**src/rtl/ls_pkg.sv**
```systemverilog
// Shared types and constants for the load/store writeback stage.
//   op_t    : instruction operation code as presented by RegBlock
//   state_t : sequencing state of ls_writeback_unit
package ls_pkg;

  localparam int unsigned DWIDTH = 32;
  localparam int unsigned RWIDTH = 6;

  typedef enum logic [1:0] {
    OP_ALU   = 2'b00,
    OP_LOAD  = 2'b01,
    OP_STORE = 2'b10,
    OP_NOP   = 2'b11
  } op_t;

  typedef enum logic [1:0] {
    S_IDLE,
    S_MEM,
    S_WB
  } state_t;

  function automatic logic is_mem_op(input op_t o);
    return (o == OP_LOAD) || (o == OP_STORE);
  endfunction

endpackage

```
**src/rtl/ls_timeout_ctr.sv**
```systemverilog
// Memory-access watchdog counter.
//   clk, rst_n : clock, asynchronous active-low reset
//   clear      : restart counting from zero (takes priority over enable)
//   enable     : advance by one this cycle
//   expired    : count has reached TIMEOUT-1
module ls_timeout_ctr #(
  parameter int unsigned TIMEOUT = 16
) (
  input  logic clk,
  input  logic rst_n,
  input  logic clear,
  input  logic enable,
  output logic expired
);

  localparam int unsigned CW = (TIMEOUT > 1) ? $clog2(TIMEOUT) : 1;

  logic [CW-1:0] count;

  always_ff @(posedge clk or negedge rst_n) begin
    if (!rst_n) begin
      count <= '0;
    end else if (clear) begin
      count <= '0;
    end else if (enable) begin
      count <= count + 1'b1;
    end
  end

  assign expired = (count == CW'(TIMEOUT - 1));

endmodule

```
**src/rtl/ls_writeback_unit.sv**
```systemverilog
// Load/store and writeback stage downstream of RegBlock.
//   in_valid/in_ready        : upstream handshake; ready only while idle
//   op, alu_result,
//   store_data, rd_in        : instruction fields captured on accept
//   mem_req/mem_we/mem_addr/
//   mem_wdata/mem_rdata/
//   mem_ack                  : data-memory request/acknowledge port
//   we, rd, wd               : register-file write port back into RegBlock
//   err_misalign             : pulse for an unaligned LOAD/STORE
//   err_timeout              : pulse when mem_ack never arrived
module ls_writeback_unit
  import ls_pkg::*;
#(
  parameter int unsigned DWIDTH  = ls_pkg::DWIDTH,
  parameter int unsigned RWIDTH  = ls_pkg::RWIDTH,
  parameter int unsigned TIMEOUT = 16
) (
  input  logic              clk,
  input  logic              rst_n,
  input  logic              in_valid,
  output logic              in_ready,
  input  logic [1:0]        op,
  input  logic [DWIDTH-1:0] alu_result,
  input  logic [DWIDTH-1:0] store_data,
  input  logic [RWIDTH-1:0] rd_in,
  output logic              mem_req,
  output logic              mem_we,
  output logic [DWIDTH-1:0] mem_addr,
  output logic [DWIDTH-1:0] mem_wdata,
  input  logic [DWIDTH-1:0] mem_rdata,
  input  logic              mem_ack,
  output logic              we,
  output logic [RWIDTH-1:0] rd,
  output logic [DWIDTH-1:0] wd,
  output logic              err_misalign,
  output logic              err_timeout
);

  state_t state_q, state_d;
  op_t    op_in;
  logic   accept;
  logic   aligned;
  logic   start_mem;
  logic   ctr_enable;
  logic   ctr_expired;

  logic              mem_req_d, mem_we_d;
  logic [DWIDTH-1:0] mem_addr_d, mem_wdata_d, wd_d;
  logic [RWIDTH-1:0] rd_d;
  logic              err_misalign_d, err_timeout_d;

  assign op_in     = op_t'(op);
  assign in_ready  = (state_q == S_IDLE);
  assign accept    = in_valid && in_ready;
  assign aligned   = (alu_result[1:0] == 2'b00);
  assign start_mem = accept && is_mem_op(op_in) && aligned;
  // Stalls only while waiting; an ack this cycle ends the access anyway.
  assign ctr_enable = (state_q == S_MEM) && !mem_ack;

  ls_timeout_ctr #(
    .TIMEOUT (TIMEOUT)
  ) u_timeout_ctr (
    .clk     (clk),
    .rst_n   (rst_n),
    .clear   (start_mem),
    .enable  (ctr_enable),
    .expired (ctr_expired)
  );

  // State register
  always_ff @(posedge clk or negedge rst_n) begin
    if (!rst_n) begin
      state_q <= S_IDLE;
    end else begin
      state_q <= state_d;
    end
  end

  // Next-state logic
  always_comb begin
    state_d = state_q;
    case (state_q)
      S_IDLE: begin
        if (accept) begin
          if (op_in == OP_ALU) begin
            state_d = S_WB;
          end else if (start_mem) begin
            state_d = S_MEM;
          end
        end
      end
      S_MEM: begin
        // ack beats a simultaneous timeout
        if (mem_ack) begin
          state_d = mem_we ? S_IDLE : S_WB;
        end else if (ctr_expired) begin
          state_d = S_IDLE;
        end
      end
      S_WB:    state_d = S_IDLE;
      default: state_d = S_IDLE;
    endcase
  end

  // Output logic: next values of the registered outputs
  always_comb begin
    mem_req_d      = mem_req;
    mem_we_d       = mem_we;
    mem_addr_d     = mem_addr;
    mem_wdata_d    = mem_wdata;
    wd_d           = wd;
    rd_d           = rd;
    err_misalign_d = 1'b0;
    err_timeout_d  = 1'b0;
    case (state_q)
      S_IDLE: begin
        if (accept) begin
          if (op_in == OP_ALU) begin
            wd_d = alu_result;
            rd_d = rd_in;
          end else if (is_mem_op(op_in)) begin
            if (!aligned) begin
              err_misalign_d = 1'b1;
            end else begin
              mem_req_d   = 1'b1;
              mem_we_d    = (op_in == OP_STORE);
              mem_addr_d  = alu_result;
              mem_wdata_d = store_data;
              if (op_in == OP_LOAD) begin
                rd_d = rd_in;
              end
            end
          end
        end
      end
      S_MEM: begin
        if (mem_ack) begin
          mem_req_d = 1'b0;
          if (!mem_we) begin
            wd_d = mem_rdata;
          end
        end else if (ctr_expired) begin
          mem_req_d     = 1'b0;
          err_timeout_d = 1'b1;
        end
      end
      default: ;
    endcase
  end

  always_ff @(posedge clk or negedge rst_n) begin
    if (!rst_n) begin
      mem_req      <= 1'b0;
      mem_we       <= 1'b0;
      mem_addr     <= '0;
      mem_wdata    <= '0;
      wd           <= '0;
      rd           <= '0;
      err_misalign <= 1'b0;
      err_timeout  <= 1'b0;
    end else begin
      mem_req      <= mem_req_d;
      mem_we       <= mem_we_d;
      mem_addr     <= mem_addr_d;
      mem_wdata    <= mem_wdata_d;
      wd           <= wd_d;
      rd           <= rd_d;
      err_misalign <= err_misalign_d;
      err_timeout  <= err_timeout_d;
    end
  end

  // Register 0 is hardwired; never write it.
  assign we = (state_q == S_WB) && (rd != '0);

endmodule

```
**config.mk**
```make
export PLATFORM = sky130hd
export DESIGN_NAME = ls_writeback_unit
export DESIGN_NICKNAME = d
export VERILOG_FILES = /design/src/rtl/ls_pkg.sv /design/src/rtl/ls_timeout_ctr.sv /design/src/rtl/ls_writeback_unit.sv
export SDC_FILE = /design/constraint.sdc
export NUM_CORES = 1
export LEC_CHECK = 0
export CAP_MARGIN = 30
export CORE_ASPECT_RATIO = 0.75
export CORE_MARGIN = 4
export CORE_UTILIZATION = 45
export DETAILED_ROUTE_END_ITERATION = 12
export GPL_TIMING_DRIVEN = 0
export PLACE_DENSITY = 0.86
export SYNTH_ARGS = -nofsm -noshare
export SYNTH_HDL_FRONTEND = slang
export SYNTH_SLANG_ARGS = --single-unit
```
**constraint.sdc**
```tcl
create_clock -name clk -period 5.1 [get_ports clk]
set_clock_uncertainty 0.15 [all_clocks]
set_input_delay 1.02 -clock clk [delete_from_list [all_inputs] [get_ports clk]]
set_output_delay 1.02 -clock clk [all_outputs]
set_load 0.01 [all_outputs]
```
==> impl_results.md, run 1 <==
* Outcome: finished, final reports clean
* CTS Root Cell: clkbuf_16
* Setup Fix Bufs, Post-CTS at 0
* CORE AREA at 10300 um^2
* Synth Register Bits at 112
* Clk pin slew, worst setup/hold paths at around 70 ps
* Worst-Skew Late Latency at 330 ps
* Critical path arrival at 2080 ps
* Overall routed net length at around 13 mm
* Pwr Density at around 430 nW/um^2
* Synth cell count leaders: dfrtp_1, mux2_2, mux2_4
* Req. time, crit path at between 3000 and 4000 ps
* Finished layout cell area at 7420 um^2
* Die area at 12300 um^2
* Max Fclk at 308 MHz
* Reg2reg end: wd[18]
* Buffer depth of the longest clock path at 2
* Unrepaired setup endpoints after global routing: false
* Endpoint class of the critical path: primary output
* Sequential fraction of the synthesis area at approximately 59%
* Synth warn at 0
* FP Rows at 32
* Avg WL per Cell at 19.0 um
* Critical path, cell by cell: or4_1 -> nor3_1 -> nor3b_1 -> clkdlybuf4s50_1
* Worst R2R Start: state_q[0]
* Static Leak at 3.20 nW
* Non-Filler Instances at 669
* Critical path class: reg2out
* CP max stage cell: or4_1
* CP Max Fanout at 3
* Worst vdd ir at 303 uV
* Total inserted antenna cells at 0
* Initial antenna violation count at 0
* H-tree levels at 3
* Post-place instance area at 7120 um^2
* Largest net degree at the start of global routing at 59
* Cell area after synthesis at 4780 um^2
* GRT Residual Overflow at 0
* Post-DP HPWL at 9.87 mm
* Worst R2R Setup Slack at 2720 ps
* Syn Inst Count at 304
* Slowest cell delay on critical path at 540 ps
* Routability Congestion at ~0.78
* Worst slew margin relative to its limit at about half
* Initial detailed-routing violation count at 143
* DRC Markers at 0
* CTS tree: done
* Hold path cells at 1
* # hold bufs at CTS at 0
* Initial DRT Pass Iterations at 4
* FF-to-FF path depth at 5
* IO buf count at 215
* Post-synth EDFFs at 0
* Post-DRT Antenna Nets at 0
* GRT Total Usage at 21.7%
* Maximum Capacitance Violations at 0
* Final hold vios at 0
* Tcrit/Tclk final at 63.7%
* Die Span Y at 97.2 um
* Final hold slack at ~330 ps
* Final setup viols at 0
* # resized after CTS at 0
* Post-synthesis cell type count at 26
* First-pass GRT wire length at roughly 21 mm
* Ys flop type: dfrtp_1
* Slew Viols, Final at 0
* Top cells by area, synth: dfrtp_1, mux2_2, mux2_4, ha_1, buf_6
* Fill cells at 700
* Layout cell share with drive strength beyond 1 at 30.0%
* Vias in the first global route at approximately 3800
* Setup TNS at 0 ps
* HP Start: mem_addr[0]
* Syn Nets at 416
* CP Launch Point: rd[3]
* Placed instance count at 656
* Starting Density at 46.2%
* Total CTS buffers at 9
* CP Buf/Inv Count at 1
* Via count at between 3000 and 4000
* Worst Hold Class: reg2reg
* Worst Hold End: mem_addr[0]
* Final min period at 3250 ps
* # nets final at 643
* FFs w/ async S/R, synth at 100%
* Worst-margin pin slew at about 740 ps
* Syn Area/Cell at 15.7 um^2
* Via-to-Cell Ratio at 4.94
* Top delay family on crit path: simple AND/OR/NAND/NOR gates
* # clock sinks at 112
* Die width at about 130 um
* Yosys top cell area share at between 50% and 60%
* Most common cell in the netlist: dfrtp_1
* Total power at 3.18 mW
* I/O pin count at 216
* Area leader, netlist: dfrtp_1
* Area Growth Syn to Fin at 55.4%
* CP Launch Type: flop
-- layout make-up --
| cell class | instances | area, um^2 | share of cell area (%) |
|---|---|---|---|
| Sequential cell | 112 | 2800 | 37.8 |
| Timing Repair Buffer | 216 | 2180 | 29.3 |
| Buffer | 16 | 98.8 | 1.33 |
| Multi-Input combinational cell | 172 | 1860 | 25.1 |
| Clock inverter | 4 | 72.6 | 0.978 |
| Tap cell | 136 | 170 | 2.29 |
| Inverter | 4 | 15.0 | 0.202 |
| Clock buffer | 9 | 225 | 3.03 |
-- routing by layer --
layer	GRT usage (%)	part of all wire (%)	vias up
met5	0	0	-
met4	4.53	0.82	0
met3	10.4	11	10
met2	36.7	50	129
met1	25.1	39	1646
li1	-	-	1522
-- registers in the layout (all words and copies together) (netlist names) --
name / count
err_misalign: 1
err_timeout: 1
mem_addr: 32
mem_req: 1
mem_wdata: 32
mem_we: 1
rd: 6
state_q: 2
u_timeout_ctr.count: 4
wd: 32
-- cells in the final DEF (no fill, tap or decap), types with 2 or more instances in the layout --
cell type,Yosys,final
clkdlybuf4s50_1,0,214
or4_1,2,2
dfrtp_1,112,112
a21oi_1,4,4
mux2_2,107,107
bufinv_16,0,2
mux2_4,26,26
ha_1,4,4
buf_6,4,4
nor3_1,3,3
o21ai_0,3,3
buf_2,7,7
nor2b_1,2,2
or3_1,2,2
nor3b_1,3,3
and2_1,3,3
clkbuf_1,5,5
inv_1,4,4
nand2_1,2,2
clkbuf_16,0,9
nor2_1,3,3
-- stage by stage --
step	util, %	setup slack [ps]
global route	71.9	1770
CTS	71.9	1840
floorplan	-	2280
detailed placement	69.0	1530
finish	71.9	1850
global placement	68.7	-1320
-- how the worst max path moves through the flow --
| stage | to | slack (ps) | depth (start not counted) |
|---|---|---|---|
| floorplan | mem_addr[10] | 2280 | 8 |
| global placement | rd[1] | -1320 | 1 |
| detailed placement | mem_addr[15] | 1530 | 9 |
| CTS | we | 1840 | 4 |
| global route | mem_wdata[31] | 1770 | 9 |
| finish | we | 1850 | 4 |
-- power by group --
group	internal, mW	total, mW	switching (mW)
clock network	0.421	0.716	0.295
registers	1.15	1.30	0.150
logic	0.763	1.16	0.399
-- kinds of logic (layout without fill, tap and decap cells) --
family	Yosys count	count (layout)	synth area share, %
adders and majority gates	4	4	1.05
and+or+nand+nor	24	24	3.06
muxes	133	133	33.4
DFF	112	112	58.7
xor gates and xnor gates	1	1	0.183
buffers and inverters	20	249	2.38
AOI/OAI and AO/OA	10	10	1.26
No activity file was read; power rests on OpenSTA's default activity.
==> run 2, diff against run 1 <==
Settings changed: CORE_UTILIZATION 45 to 42, PLACE_DENSITY 0.86 to 0.81.
Clock period 5.1 ns to 3.31 ns, I/O delays scaled along.
==> impl_results.md, run 2 (same netlist as run 1, synthesis figures left out) <==
* Critical path class: in2reg
* Final hold vios at 0 (unchanged)
* Top layer in use: met4
* Req. time, crit path at 3380 ps (-550 ps)
* Top Registers: mem_addr x32, mem_wdata x32, wd x32
* Initial detailed-routing violation count at 76 (-47%)
* Avg WL per Cell at 18.5 um (-2.8%)
* Dpl ws at 68.2 ps (-1470 ps)
* Starting Density at 43.3% (-2.9 points)
* Outcome: finished, final reports clean
* Setup Fix Bufs, Post-CTS at 0 (unchanged)
* Clk pin slew, worst setup/hold paths at 70 ps (about the same)
* FP Rows at 33 (+3.1%)
* Vias in the first global route at 3749 (-1.7%)
* I/O pin count at 216 (unchanged)
* Die area at 13200 um^2 (+6.6%)
* Critical path's most frequent cell: buf_6
* Pwr Density at 657 nW/um^2 (+53%)
* Worst vdd ir at 404 uV (+33%)
* Via-to-Cell Ratio at 4.90 (-0.79%)
* # clock sinks at 112 (unchanged)
* Finished layout cell area at 7460 um^2 (+0.47%)
* Worst-margin pin slew at 634 ps (-101 ps)
* First-pass GRT wire length at 20.1 mm (-4.1%)
* Top delay family on crit path: buffers and inverters
* Total inserted antenna cells at 0 (unchanged)
* # resized after CTS at 0 (unchanged)
* Total CTS buffers at 9 (unchanged)
* Most frequent cells in the layout: clkdlybuf4s50_1, dfrtp_1, mux2_2
* CP Launch Type: input pin
* Final Util at 67.6% (-4.2 points)
* Worst-Skew Late Latency at 330 ps (about the same)
* CTS Root Cell: clkbuf_16
* # hold bufs at CTS at 0 (unchanged)
* Layout cell share with drive strength beyond 1 at 30.2% (+0.15 points)
* Final worst slack at 451 ps (-1400 ps)
* Met2 wire len at 6.45 mm (+1.9%)
* Critical path, cell by cell: clkdlybuf4s50_1 -> inv_1 -> ha_1 -> nand4bb_1 -> or4_1 -> clkbuf_1 -> buf_6 -> buf_6 -> mux2_4
* CTS tree: done
* Unrepaired setup endpoints after global routing: false
* Area Growth Syn to Fin at 56.1%
* Die width at 131 um (+3.3%)
* Critical path arrival at 2930 ps (+850 ps)
* Static Leak at 3.22 nW (+0.60%)
* Endpoint class of the critical path: flop
* CP Max Fanout at 10 (+7)
* Die Span Y at 100 um (+3.2%)
* Tcrit/Tclk final at between 80% and 90%
* CP max stage cell: clkdlybuf4s50_1
* Initial antenna violation count at 0 (unchanged)
* Non-Filler Instances at 677 (+1.2%)
* Buffer depth of the longest clock path at 2 (unchanged)
* Placed instance count at 661 (+0.76%)
* Post-DP HPWL at 9.77 mm (-1.1%)
* Overall routed net length at 12.5 mm (-1.6%)
* Commonest non-fill, non-tap cell in the layout: clkdlybuf4s50_1
* CP Buf/Inv Count at 5 (+4)
* Slowest cell delay on critical path at 490 ps (-50 ps)
* Slew Viols, Final at 0 (unchanged)
* Via count at 3320 (+0.39%)
* Post-DRT Antenna Nets at 0 (unchanged)
* Routed length on met3 at 1.06 mm (-23%)
* Post-place instance area at 7160 um^2 (+0.46%)
* CORE AREA at 11000 um^2 (+6.7%)
* Wire length on met1 at 4.92 mm (-0.26%)
* Maximum Capacitance Violations at 0 (unchanged)
* Final setup viols at 0 (unchanged)
* IO buf count at 215 (unchanged)
* GRT Total Usage at 19.4% (-2.3 points)
* Final hold slack at 69.2 ps (-264 ps)
* Worst Hold Class: in2async
* Largest net degree at the start of global routing at 47 (-20%)
* Max Fclk at between 300 and 400 MHz
* Routability Congestion at 0.770 (-1.5%)
* GRT Residual Overflow at 0 (unchanged)
* Final min period at roughly 2900 ps
* Fill cells at 794 (+13%)
* Worst slew margin relative to its limit at 57.5% (+6.6 points)
* H-tree levels at 3 (unchanged)
* # nets final at 644 (+0.16%)
* DRC Markers at 0 (unchanged)
* Initial DRT Pass Iterations at 4 (unchanged)
==> run 2: cell type report <==
type	instances	area [um^2]	area share [%]
Timing Repair Buffer	217	2200	29.6
Multi-Input combinational cell	172	1860	24.9
Clock buffer	13	260	3.49
Sequential cell	112	2800	37.6
Buffer	16	98.8	1.33
Tap cell	140	175	2.35
Inverter	4	15.0	0.201
Clock inverter	3	40.0	0.537
==> run 2: layer usage <==
layer  global-route usage, %  vias up
met1                    22.3     1643
met5                       0        -
met4                    4.12        0
li1                        -     1539
met3                    8.22        7
met2                    34.2      131
==> run 2: power breakdown <==
part | internal (mW) | switching (mW)
combinational | 1.18 | 0.616
sequential | 1.78 | 0.228
clock | 0.627 | 0.470
==> run 2: through the flow <==
| step | TNS (ps) | power, mW |
|---|---|---|
| finish | 0 | 4.90 |
| global route | 0 | 5.15 |
| CTS | 0 | 4.96 |
| detailed placement | 0 | 3.84 |
| global placement | -317490 | 3.77 |
| floorplan | 0 | 2.70 |
==> run 2: worst paths after layout <==
path	start	end	slack [ps]	cells after the start
worst max-delay path	op[1]	mem_addr[11]	450	9
worst min-delay path	rst_n	mem_wdata[5]	70	1
worst max register to register	state_q[0]	wd[27]	930	5
worst min register to register	mem_addr[0]	mem_addr[0]	350	1
max in group asynchronous	rst_n	mem_addr[5]	2400	2
min in group clk	mem_addr[0]	mem_addr[0]	350	1
==> run 3, diff against run 2 <==
Settings changed: CORE_MARGIN 4 to not set, CORE_UTILIZATION 42 to 43, CTS_BUF_LIST set to sky130_fd_sc_hd__clkbuf_8, PLACE_DENSITY 0.81 to 0.82.
==> impl_results.md, run 3 (same netlist as run 1, synthesis figures left out) <==
* Req. time, crit path at 2500 ps (-880 ps)
* Final min period at 2870 ps (+6.64 ps)
* H-tree levels at 3 (unchanged)
* Post-DP HPWL at 9.11 mm (-6.7%)
* Avg WL per Cell at 18.1 um (-2.0%)
* Post-DRT Antenna Nets at 0 (unchanged)
* Clk pin slew, worst setup/hold paths at 100 ps (+30 ps)
* Fill cells at 741 (-6.7%)
* Pwr Density at 631 nW/um^2 (-3.9%)
* Total power at 4.63 mW (-5.5%)
* Sw Ratio at 27.8% (+1.0 points)
* Max Fclk at 349 MHz (-0.23%)
* Critical path arrival at 2050 ps (-880 ps)
* Final setup viols at 0 (unchanged)
* # resized after CTS at 0 (unchanged)
* Total inserted antenna cells at 0 (unchanged)
* Commonest non-fill, non-tap cell in the layout: clkdlybuf4s50_1
* Starting Density at 45.4% (+2.0 points)
* Top Registers: mem_addr x32, mem_wdata x32, wd x32
* # nets final at 643 (-0.16%)
* Initial antenna violation count at 0 (unchanged)
* Total CTS buffers at 9 (unchanged)
* Static Leak at 3.16 nW (-2.0%)
* Placed instance count at 656 (-0.76%)
* Worst-margin pin slew at 646 ps (+12.0 ps)
* Buffer depth of the longest clock path at 2 (unchanged)
* Setup Fix Bufs, Post-CTS at 0 (unchanged)
* First-pass GRT wire length at 18.6 mm (-7.6%)
* CP Max Fanout at 3 (-7)
* Post-place instance area at 7120 um^2 (-0.45%)
* Die area at 11500 um^2 (-12%)
* # hold bufs at CTS at 0 (unchanged)
* Die Span Y at 93.3 um (-7.1%)
* Slew Viols, Final at 0 (unchanged)
* Area Growth Syn to Fin at 53.5%
* Overall routed net length at 12.2 mm (-2.7%)
* Worst Hold Class: in2async
* Outcome: finished, final reports clean
* Final hold slack at 146 ps (+76.7 ps)
* Final hold vios at 0 (unchanged)
* Unrepaired setup endpoints after global routing: false
* Critical path class: reg2out
* FP Rows at 32 (-3.0%)
* Tcrit/Tclk final at 86.6% (+0.20 points)
* Endpoint class of the critical path: primary output
* Worst-Skew Late Latency at 370 ps (+40 ps)
* Initial detailed-routing violation count at 94 (+24%)
* GRT Total Usage at 21.7% (+2.4 points)
* Logic pwr share at 38.5% (+1.9 points)
* CORE AREA at 10500 um^2 (-4.5%)
* GRT Residual Overflow at 0 (unchanged)
* Worst vdd ir at 446 uV (+11%)
* Die width at 124 um (-5.7%)
* DRC Markers at 0 (unchanged)
* Cell Int Power at 3.34 mW (-6.8%)
* Clk network pwr share at 18.3% (-4.1 points)
* Via count at 3398 (+2.3%)
* Via-to-Cell Ratio at 5.06 (+3.1%)
* CTS Root Cell: clkbuf_8
* Maximum Capacitance Violations at 0 (unchanged)
* Non-Filler Instances at 672 (-0.74%)
* Layout cell share with drive strength beyond 1 at 30.2% (+0.056 points)
* CTS tree: done
* IO buf count at 215 (unchanged)
* I/O pin count at 216 (unchanged)
* CP Launch Type: flop
* NetSw at 1.29 mW (-1.9%)
* Largest net degree at the start of global routing at 65 (+38%)
* Sequential Power Share at 43.2% (+2.2 points)
* Routability Congestion at 0.764 (-0.83%)
* Final Util at 69.6% (+2.0 points)
* Most frequent cells in the layout: clkdlybuf4s50_1, dfrtp_1, mux2_2
* Initial DRT Pass Iterations at 4 (unchanged)
* Vias in the first global route at 3690 (-1.6%)
* Worst slew margin relative to its limit at 56.9% (-0.61 points)
* Finished layout cell area at 7330 um^2 (-1.7%)
* # clock sinks at 112 (unchanged)
## run 3: final timing paths
| path | cells after the start | endpoint | from | slack, ps |
|---|---|---|---|---|
| max in group asynchronous | 2 | mem_addr[6] | rst_n | 2130 |
| max reg2reg | 5 | wd[27] | state_q[1] | 940 |
| min reg2reg | 1 | mem_addr[1] | mem_addr[1] | 360 |
| min | 1 | mem_addr[20] | rst_n | 150 |
| min in group clk | 1 | mem_addr[1] | mem_addr[1] | 360 |
| max | 4 | we | rd[3] | 440 |
## run 3: layout make-up
| type | count | area [um^2] | share of cell area (%) |
|---|---|---|---|
| sequential | 112 | 2800 | 38.2 |
| timing repair buffer | 216 | 2180 | 29.7 |
| multi-input combinational | 172 | 1860 | 25.4 |
| tap | 136 | 170 | 2.32 |
| clock buffer | 11 | 151 | 2.06 |
| buffer | 16 | 98.8 | 1.35 |
| clock inverter | 5 | 56.3 | 0.768 |
| inverter | 4 | 15.0 | 0.205 |
## run 3: metrics by stage
| stage | setup TNS [ps] | worst slack, ps |
|---|---|---|
| after floorplan | 0 | 849 |
| after global placement | -314180 | -2810 |
| after detailed placement | 0 | 69.8 |
| after CTS | 0 | 395 |
| after global routing | 0 | 332 |
| final | 0 | 445 |
## run 3: metal layers
metal / wire (um) / track usage (%) / share of wire [%]
met1: 4900 / 25.6 / 40
met2: 5780 / 36.0 / 47
met3: 1350 / 9.21 / 11
met4: 154 / 6.33 / 1.3
met5: 0 / 0 / 0
## run 3: critical path, stage by stage (launching register included)
cell	delay, ps
dfrtp_1	400
or4_1	520
nor3_1	190
nor3b_1	80
clkdlybuf4s50_1	490
## run 3: power by group through the flow
stage / Sequential [mW] / Combinational [mW] / Clock [mW]
final: 2.00 / 1.78 / 0.848
after floorplan: 2.20 / 0.501 / 0
after global routing: 2.05 / 1.89 / 0.924
after global placement: 2.00 / 1.77 / 0
after detailed placement: 2.02 / 1.80 / 0
after CTS: 2.00 / 1.81 / 0.875
